File: src/rtl/ssd_scan_driver.sv
// Multiplexed N-digit seven-segment driver for a common-anode panel.
// Hex or iterative double-dabble decimal display, blanking, PWM and overflow dashes.
module ssd_scan_driver #(
  parameter int DIGITS      = 4,
  parameter int WIDTH       = 16,
  parameter int SCAN_DIV    = 16384,
  parameter int BLANK_ZEROS = 1
) (
  input  logic              clk,
  input  logic              rst,
  input  logic [WIDTH-1:0]  value,
  input  logic              load,
  input  logic              dec_mode,
  input  logic [DIGITS-1:0] dp_in,
  input  logic [3:0]        brightness,
  output logic              busy,
  output logic [DIGITS-1:0] an,
  output logic [6:0]        seg,
  output logic              dp
);

  localparam int NB  = 4 * DIGITS;
  localparam int SUB = SCAN_DIV / 16;
  localparam int PW  = $clog2(SCAN_DIV);
  localparam int SW  = $clog2(SUB);
  localparam int IW  = $clog2(DIGITS);
  localparam int CW  = $clog2(WIDTH + 1);

  function automatic logic [63:0] pow10(input int n);
    logic [63:0] r;
    r = 64'd1;
    for (int i = 0; i < n; i++) r = r * 64'd10;
    return r;
  endfunction

  localparam logic [63:0] DEC_LIM = pow10(DIGITS);

  function automatic logic [6:0] glyph(input logic [3:0] n);
    logic [6:0] g;
    case (n)
      4'h0: g = 7'b1000000;
      4'h1: g = 7'b1111001;
      4'h2: g = 7'b0100100;
      4'h3: g = 7'b0110000;
      4'h4: g = 7'b0011001;
      4'h5: g = 7'b0010010;
      4'h6: g = 7'b0000010;
      4'h7: g = 7'b1111000;
      4'h8: g = 7'b0000000;
      4'h9: g = 7'b0010000;
      4'hA: g = 7'b0001000;
      4'hB: g = 7'b0000011;
      4'hC: g = 7'b1000110;
      4'hD: g = 7'b0100001;
      4'hE: g = 7'b0000110;
      default: g = 7'b0001110;
    endcase
    return g;
  endfunction

  logic [NB-1:0]     disp_q, disp_d;
  logic              ovf_q, ovf_d;
  logic              busy_q, busy_d;
  logic [CW-1:0]     cnt_q, cnt_d;
  logic [WIDTH-1:0]  bin_q, bin_d;
  logic [NB-1:0]     bcd_q, bcd_d;
  logic              povf_q, povf_d;
  logic [PW-1:0]     presc_q;
  logic [SW-1:0]     sub_q;
  logic [3:0]        slot_q;
  logic [IW-1:0]     idx_q;
  logic [DIGITS-1:0] an_q, an_d;
  logic [6:0]        seg_q, seg_d;
  logic              dp_q, dp_d;

  logic [63:0]       val_ext;
  logic              hex_ovf, dec_ovf;
  logic [NB-1:0]     adj, dd_bcd;

  assign val_ext = 64'(value);
  assign hex_ovf = (val_ext >> NB) != 64'd0;
  assign dec_ovf = val_ext >= DEC_LIM;

  // One double-dabble step: add 3 to digits >= 5, then shift in next bit
  always_comb begin
    adj = bcd_q;
    for (int k = 0; k < DIGITS; k++) begin
      if (adj[4*k +: 4] >= 4'd5) adj[4*k +: 4] = adj[4*k +: 4] + 4'd3;
    end
    dd_bcd = {adj[NB-2:0], bin_q[WIDTH-1]};
  end

  always_comb begin
    busy_d = busy_q;
    cnt_d  = cnt_q;
    bin_d  = bin_q;
    bcd_d  = bcd_q;
    povf_d = povf_q;
    disp_d = disp_q;
    ovf_d  = ovf_q;
    if (busy_q) begin
      bin_d = bin_q << 1;
      bcd_d = dd_bcd;
      cnt_d = cnt_q + CW'(1);
      if (cnt_q == CW'(WIDTH - 1)) begin
        busy_d = 1'b0;
        disp_d = dd_bcd;
        ovf_d  = povf_q;
      end
    end else if (load) begin
      if (dec_mode) begin
        busy_d = 1'b1;
        cnt_d  = '0;
        bin_d  = value;
        bcd_d  = '0;
        povf_d = dec_ovf;
      end else begin
        disp_d = val_ext[NB-1:0];
        ovf_d  = hex_ovf;
      end
    end
  end

  logic [DIGITS-1:0] blank;
  logic              nz;
  logic [3:0]        cur_nib;
  logic              cur_blank, cur_dp, on;

  // Digit k is blank when it and everything above it is zero
  always_comb begin
    nz    = 1'b0;
    blank = '0;
    for (int k = DIGITS - 1; k > 0; k--) begin
      nz       = nz | (disp_q[4*k +: 4] != 4'd0);
      blank[k] = (BLANK_ZEROS != 0) && !nz;
    end
  end

  always_comb begin
    cur_nib   = disp_q[3:0];
    cur_blank = 1'b0;
    cur_dp    = dp_in[0];
    for (int k = 1; k < DIGITS; k++) begin
      if (IW'(k) == idx_q) begin
        cur_nib   = disp_q[4*k +: 4];
        cur_blank = blank[k];
        cur_dp    = dp_in[k];
      end
    end
  end

  assign on = (presc_q != '0) && (slot_q < brightness);

  always_comb begin
    an_d  = '1;
    seg_d = 7'h7F;
    dp_d  = 1'b1;
    if (on) begin
      an_d = ~(DIGITS'(1) << idx_q);
      dp_d = ~cur_dp;
      if (ovf_q)          seg_d = 7'b0111111;
      else if (cur_blank) seg_d = 7'h7F;
      else                seg_d = glyph(cur_nib);
    end
  end

  always_ff @(posedge clk) begin
    if (rst) begin
      disp_q  <= '0;
      ovf_q   <= 1'b0;
      busy_q  <= 1'b0;
      cnt_q   <= '0;
      bin_q   <= '0;
      bcd_q   <= '0;
      povf_q  <= 1'b0;
      presc_q <= '0;
      sub_q   <= '0;
      slot_q  <= '0;
      idx_q   <= '0;
      an_q    <= '1;
      seg_q   <= 7'h7F;
      dp_q    <= 1'b1;
    end else begin
      disp_q <= disp_d;
      ovf_q  <= ovf_d;
      busy_q <= busy_d;
      cnt_q  <= cnt_d;
      bin_q  <= bin_d;
      bcd_q  <= bcd_d;
      povf_q <= povf_d;
      an_q   <= an_d;
      seg_q  <= seg_d;
      dp_q   <= dp_d;
      if (presc_q == PW'(SCAN_DIV - 1)) begin
        presc_q <= '0;
        idx_q   <= (idx_q == IW'(DIGITS - 1)) ? '0 : idx_q + IW'(1);
      end else begin
        presc_q <= presc_q + PW'(1);
      end
      if (sub_q == SW'(SUB - 1)) begin
        sub_q  <= '0;
        slot_q <= slot_q + 4'd1;
      end else begin
        sub_q <= sub_q + SW'(1);
      end
    end
  end

  assign busy = busy_q;
  assign an   = an_q;
  assign seg  = seg_q;
  assign dp   = dp_q;

endmodule

File: config.mk
export PLATFORM = sky130hd
export DESIGN_NAME = ssd_scan_driver
export DESIGN_NICKNAME = d
export VERILOG_FILES = /design/src/rtl/ssd_scan_driver.sv
export SDC_FILE = /design/constraint.sdc
export NUM_CORES = 1
export LEC_CHECK = 0
export BUFFER_PORTS_ARGS = -buffer_cell sky130_fd_sc_hd__clkbuf_2
export CAP_MARGIN = 40
export CORE_MARGIN = 1.5
export CORE_UTILIZATION = 45
export DETAILED_ROUTE_END_ITERATION = 8
export PLACE_DENSITY = 0.69
export SKIP_CTS_REPAIR_TIMING = 1
export SYNTH_ARGS = -nofsm -noshare
export SYNTH_HDL_FRONTEND = slang
export SYNTH_SLANG_ARGS = --single-unit
export TNS_END_PERCENT = 50
File: constraint.sdc
create_clock -name clk -period 4.4 [get_ports clk]
set_input_delay 0.66 -clock clk [delete_from_list [all_inputs] [get_ports clk]]
set_output_delay 0.66 -clock clk [all_outputs]
set_load 0.02 [all_outputs]
# Word-level counts from Yosys, hierarchy flattened
# Memories as Yosys holds them, arrays and structs flattened.
# Index checks and enable logic that the tools add are counted.
dict set report word_totals {
  output_inout_bits 13
  register_bits 98
  in_bits 28
  word_cells 104
  mem_bits_ro 112
  mem_count 1
}
# memory depth word_bits rd rd_clocked_by_memory_dff wr line
set mem_list {}
lappend mem_list {{(no name shown)} 16 7 1 0 0 40} ;# case (n)
dict set report classes {
  magnitude_cmp 6
  shifts 1
  mux 37
  bitwise 6
  n_reduce_logical 19
  n_addsub 9
  eq_ne 9
}
# cell n
set ops {}
lappend ops {{$mux W16} 10}
lappend ops {{$mux W4} 6}
lappend ops {{$ge A16 B14 Y1 const B} 1}
lappend ops {{$ge A4 B3 Y1 const B} 4}
lappend ops {{$mux W5} 3}
lappend ops {{$add A14 B1 Y14 const B} 1}
lappend ops {{$eq A14 B14 Y1 const B} 1}
lappend ops {{$mux W1} 14}
lappend ops {{$mux W7} 2}
lappend ops {{$reduce_bool A14 Y1} 1}
lappend ops {{$add A4 B2 Y4 const B} 3}
lappend ops {{$reduce_bool A4 Y1} 3}
lappend ops {{$add A10 B1 Y10 const B} 1}
lappend ops {{$eq A10 B10 Y1 const B} 1}
lappend ops {{$reduce_or A2 Y1} 4}
lappend ops {{$reduce_and A3 Y1} 2}
lappend ops {{$add A5 B1 Y5 const B} 1}
lappend ops {{$eq A5 B4 Y1 const B} 1}
lappend ops {{$add A4 B1 Y4 const B} 1}
lappend ops {{$eq A2 B2 Y1 const A} 2}
lappend ops {{$lt A4 B4 Y1} 1}
lappend ops {{$ne A2 B1 Y1 const B} 2}
lappend ops {{$not A4 Y4} 1}
lappend ops {{$reduce_and A2 Y1} 2}
lappend ops {{other kinds (13)} 19}

# Longest topological paths before layout
dict set report logic_depth {
  depth_word 9
  ltp_mapped 10
  mapped_depth_nobuf 9
}

# Worst setup path before layout
# OpenSTA, ideal clock, no wires.
dict set report synth_path {
  path_kind {flip-flop to flip-flop}
  startpoint {register idx_q[1]}
  endpoint {register seg_q[3] (netlist: seg[3])}
  stages_incl_launch_ff 11
  setup_time_ps 136
  required_ps 4264
  slack_ps 2256
  path_buffers 1
  period_less_slack_ps 2144
  arrival_ps 2008
  cell_sequence {dfxtp_1 inv_1 ha_1 buf_4 mux2i_1 a221oi_2 inv_1 ha_1 and2_1 a211oi_1 o21ai_0}
}
dict set report synth_between {
  elab_chain_len 5
  word_cells_on_any_way 11
  cone_classes {3 x eq/ne; 6 x mux; 1 x reduce/logical; 1 x memory}
}
# item line
set synth_rtl {}
lappend synth_rtl {{start, declared} 71} ;# logic [IW-1:0] idx_q;
lappend synth_rtl {{start signal, assigned} 196} ;# idx_q <= (idx_q == IW'(DIGITS - 1)) ? '0 : idx_q + IW'(1);
lappend synth_rtl {{$eq A1 B2 Y1} 144} ;# if (IW'(k) == idx_q) begin
lappend synth_rtl {{$mux W4 / $mux W1 (equally long branches) (3 in a row)} 144}
lappend synth_rtl {{$mem_v2 Z16 W7 / $reduce_or A4 Y1 (equally long branches)} n/a}
lappend synth_rtl {{end signal, assigned} 192} ;# seg_q <= seg_d;
lappend synth_rtl {{end, declared} 73} ;# logic [6:0] seg_q, seg_d;
# Several ways; a longest one is shown, not always the timed one.
# A chain may end at the register's enable or synchronous reset.

# Worst setup path after layout
dict set report layout_path {
  startpoint {register idx_q[0]}
  endpoint {register seg_q[3] (netlist: seg[3])}
}
# The elaborated chain is that of the path after synthesis.

==> metrics.yaml <==
finalNonFillerCells: 757
wire_per_inst_microns: 13.6
pwr_density_cell_nw_per_um2: 326
critPathMaxFanout: 16
clockBufferDepth: 2
critPathLaunch: "idx_q[0]$_SDFFE_PP0P_"
synth_top_cell_by_area: "dfxtp_1"
synth-simple-area-share: 0.230
muxShareOfSynthArea: 0.0231
post-dp-hpwl_microns: 7270
relSlewSlack: 0.493
ys_async_sr_fraction: 0
drive_gt1_frac: 0.114
grt_pass1_wl_microns: 17700
clock_latency_ns: 0.37
period_needed_ns: 2.82
dpl_worst_slack_ns: 1.64
nets: 671
setup-tns-final_ns: 0
seq_area_frac_synth: 0.403
grt_max_degree: 48
synth_ff_type: "dfxtp_1"
reg2reg_slack_ns: 1.58
grt_usage: 0.191
wl_microns: 10300
n_antenna_cell: 0
grt_use_met3: 0.0426
post-place-cells: 742
yosys-top-cells-area: "dfxtp_1 40%, a21oi_1 7.5%, ha_1 6.7%, nor2_1 6.3%, nand2_1 4.4%"
synth_edf_count: 0
cts_tree: "done"
grt_pass1_vias: 3917
grt_overflow: 0
finalWeightedCongestion: 0.826
synthToLayoutAreaGrowth_pct: 9.35
outcome: "finished, final reports clean"
synth_compound_area_frac: 0.177
yosysUniqueCellTypes: 53
synthAdderAreaFrac: 0.0668
cts-root-buf: "clkbuf_8"
initial_core_util: 0.468
fin_ws_ns: 1.58
yosys_warnings: 0
use_met2: 0.299
met1_usage: 0.256
antenna_found_initial: 0
slowest_delay_ns: 0.55
cpMaxStageDelayCell: "a221oi_2"
rsz0062_at_grt: "false"
synth_xor_area_frac: 0.0485
avgSynthCellArea_sq_um: 8.19
crit_type: "flip-flop to flip-flop"
drv_slew: 0
ys_ff_latch: 98
clk_pin_slew_ns: 0.09
cts_max_level: 3
cts_buffers: 9
final.setup_skew_ns: 0.0116
die_w_microns: 107
die_h_microns: 107
start_kind: "flip-flop"
drcViolationCount: 0
drt_pass1_iterations: 4
drt_iter0_drc: 215
clock_sinks: 98
synth_top_family_by_area: "simple AND/OR/NAND/NOR gates"
synth_cells: 595
rr_startpoint: "idx_q[0]$_SDFFE_PP0P_"
reg2regPathDepth: 8
required_ns: 4.64
die-area_sq_um: 11500
crit_arrival_ns: 3.06
port_buffers: 40
yosysTopAreaCellShare: 0.403
avgViaCountPerCell: 5.49
ios: 41
rows: 37
p_leak_nw: 2.02
vias: 4157
crit_chain: "ha_1 -> nor2_1 -> a221oi_2 -> inv_1 -> ha_1 -> nor2_1 -> a211oi_1 -> o21ai_0"
hold_viol: 0
tightest_slew_ns: 0.760
crit_end: "seg[3]$_SDFF_PP1_"
crit_path_end_kind: "flip-flop"
syn_nets: 649
ant_nets: 0
fmax_mhz: 355
cap_violations: 0
core_sq_um: 10400
fin_crit_sh: 0.641
peakVddDrop_v: 0.000132
final-setup-viol-count: 0
busiest_layer: "met2"
hold_path.class: "flip-flop to flip-flop"
syn_area_sq_um: 4870
regToRegEndpoint: "seg[3]$_SDFF_PP1_"
==> kinds of logic after synthesis <==
logic type                 count (synthesis)
DFF                                       98
AOI/OAI and AO/OA                        139
and+or+nand+nor                          233
xor gates and xnor gates                  27
adders and majority gates                 26
muxes                                     11
buffers and inverters                     61
==> state kept, by name, summed over array words and instances, names as in the netlist, 2 cells and up <==
name / count
an: 4
bcd_q: 16
bin_q: 16
cnt_q: 5
disp_q: 16
idx_q: 2
presc_q: 14
seg: 7
slot_q: 4
sub_q: 10
==> layer usage <==
layer | share of wire | up-vias
met2 | 0.44 | 107
met4 | 0.021 | 0
met5 | 0 | -
met1 | 0.48 | 1921
met3 | 0.051 | 22
li1 | - | 2107
==> Yosys cell counts (3+ instances only) <==
cell type,number
a211oi_1,18
a21o_1,4
a21oi_1,73
a221o_1,3
a221oi_1,4
a22oi_1,3
and3_1,6
buf_1,3
buf_2,7
clkbuf_1,19
dfxtp_1,98
ha_1,26
inv_1,27
mux2i_1,9
nand2_1,57
nand2b_1,8
nand3_1,35
nand3b_1,4
nand4_1,5
nor2_1,82
nor3_1,5
nor3b_1,12
nor4_1,5
o211ai_1,5
o21ai_0,17
xnor2_1,13
xor2_1,14
==> cell usage in the layout (no fill, tap or decap), types with 3 or more instances in the layout <==
cell	instances
nand4_1	5
a211oi_1	18
o211ai_1	5
nand3_1	35
mux2i_1	9
clkbuf_8	11
nor2_1	82
a21o_1	4
nor3b_1	12
a221oi_1	4
inv_1	27
ha_1	26
nor3_1	5
buf_4	4
clkbuf_2	40
xnor2_1	13
nand2b_1	8
nand3b_1	4
a21oi_1	73
nand2_1	57
and3_1	6
a22oi_1	3
xor2_1	14
dfxtp_1	97
a221o_1	3
o21ai_0	17
nor4_1	5
==> report_power, final <==
group | leakage [nW] | switching [mW] | internal (mW)
clock network | 0.101 | 0.307 | 0.291
registers | 0.798 | 0.0293 | 0.920
logic | 1.12 | 0.121 | 0.0718
total | 2.02 | 0.457 | 1.28
==> final cells by class <==
class,count,area (sq um)
multi-input combinational,436,2660
fill,1003,5090
sequential,98,1960
tap,136,170
timing repair buffer,44,230
inverter,28,105
clock inverter,4,51.3
clock buffer,11,151
==> worst min-delay path by stage <==
stage	startpoint	endpoint	slack, ns	cells after the start
global route	bcd_q[5]$_SDFFE_PP0P_	bcd_q[5]$_SDFFE_PP0P_	0.51	2
detailed placement	bcd_q[12]$_SDFFE_PP0P_	bcd_q[12]$_SDFFE_PP0P_	0.47	2
CTS	bcd_q[12]$_SDFFE_PP0P_	bcd_q[12]$_SDFFE_PP0P_	0.48	2
floorplan	sub_q[0]$_SDFF_PP0_	sub_q[0]$_SDFF_PP0_	0.45	1
global placement	bcd_q[13]$_SDFFE_PP0P_	bcd_q[13]$_SDFFE_PP0P_	0.46	2
finish	bcd_q[12]$_SDFFE_PP0P_	bcd_q[12]$_SDFFE_PP0P_	0.48	2
==> stage by stage <==
stage / hold WS [ns] / total power, mW / cell area (sq um) / util
final: 0.479 / 1.74 / 5330 / 0.511
after global routing: 0.511 / 1.82 / 5330 / 0.511
after CTS: 0.483 / 1.75 / 5330 / 0.511
after detailed placement: 0.471 / 1.16 / 5120 / 0.492
after global placement: 0.462 / 1.15 / 5120 / 0.492
after floorplan: 0.449 / 1.10 / 4870 / -
==> worst max-delay path, delay by kind of cell (launching register included) <==
| family | cells | cell delay, ns |
|---|---|---|
| fa+ha+maj | 2 | 0.87 |
| simple gates | 2 | 0.31 |
| compound gates | 3 | 0.93 |
| buf+inv | 1 | 0.18 |
| flops | 1 | 0.40 |
No activity file was read; power rests on OpenSTA's default activity.
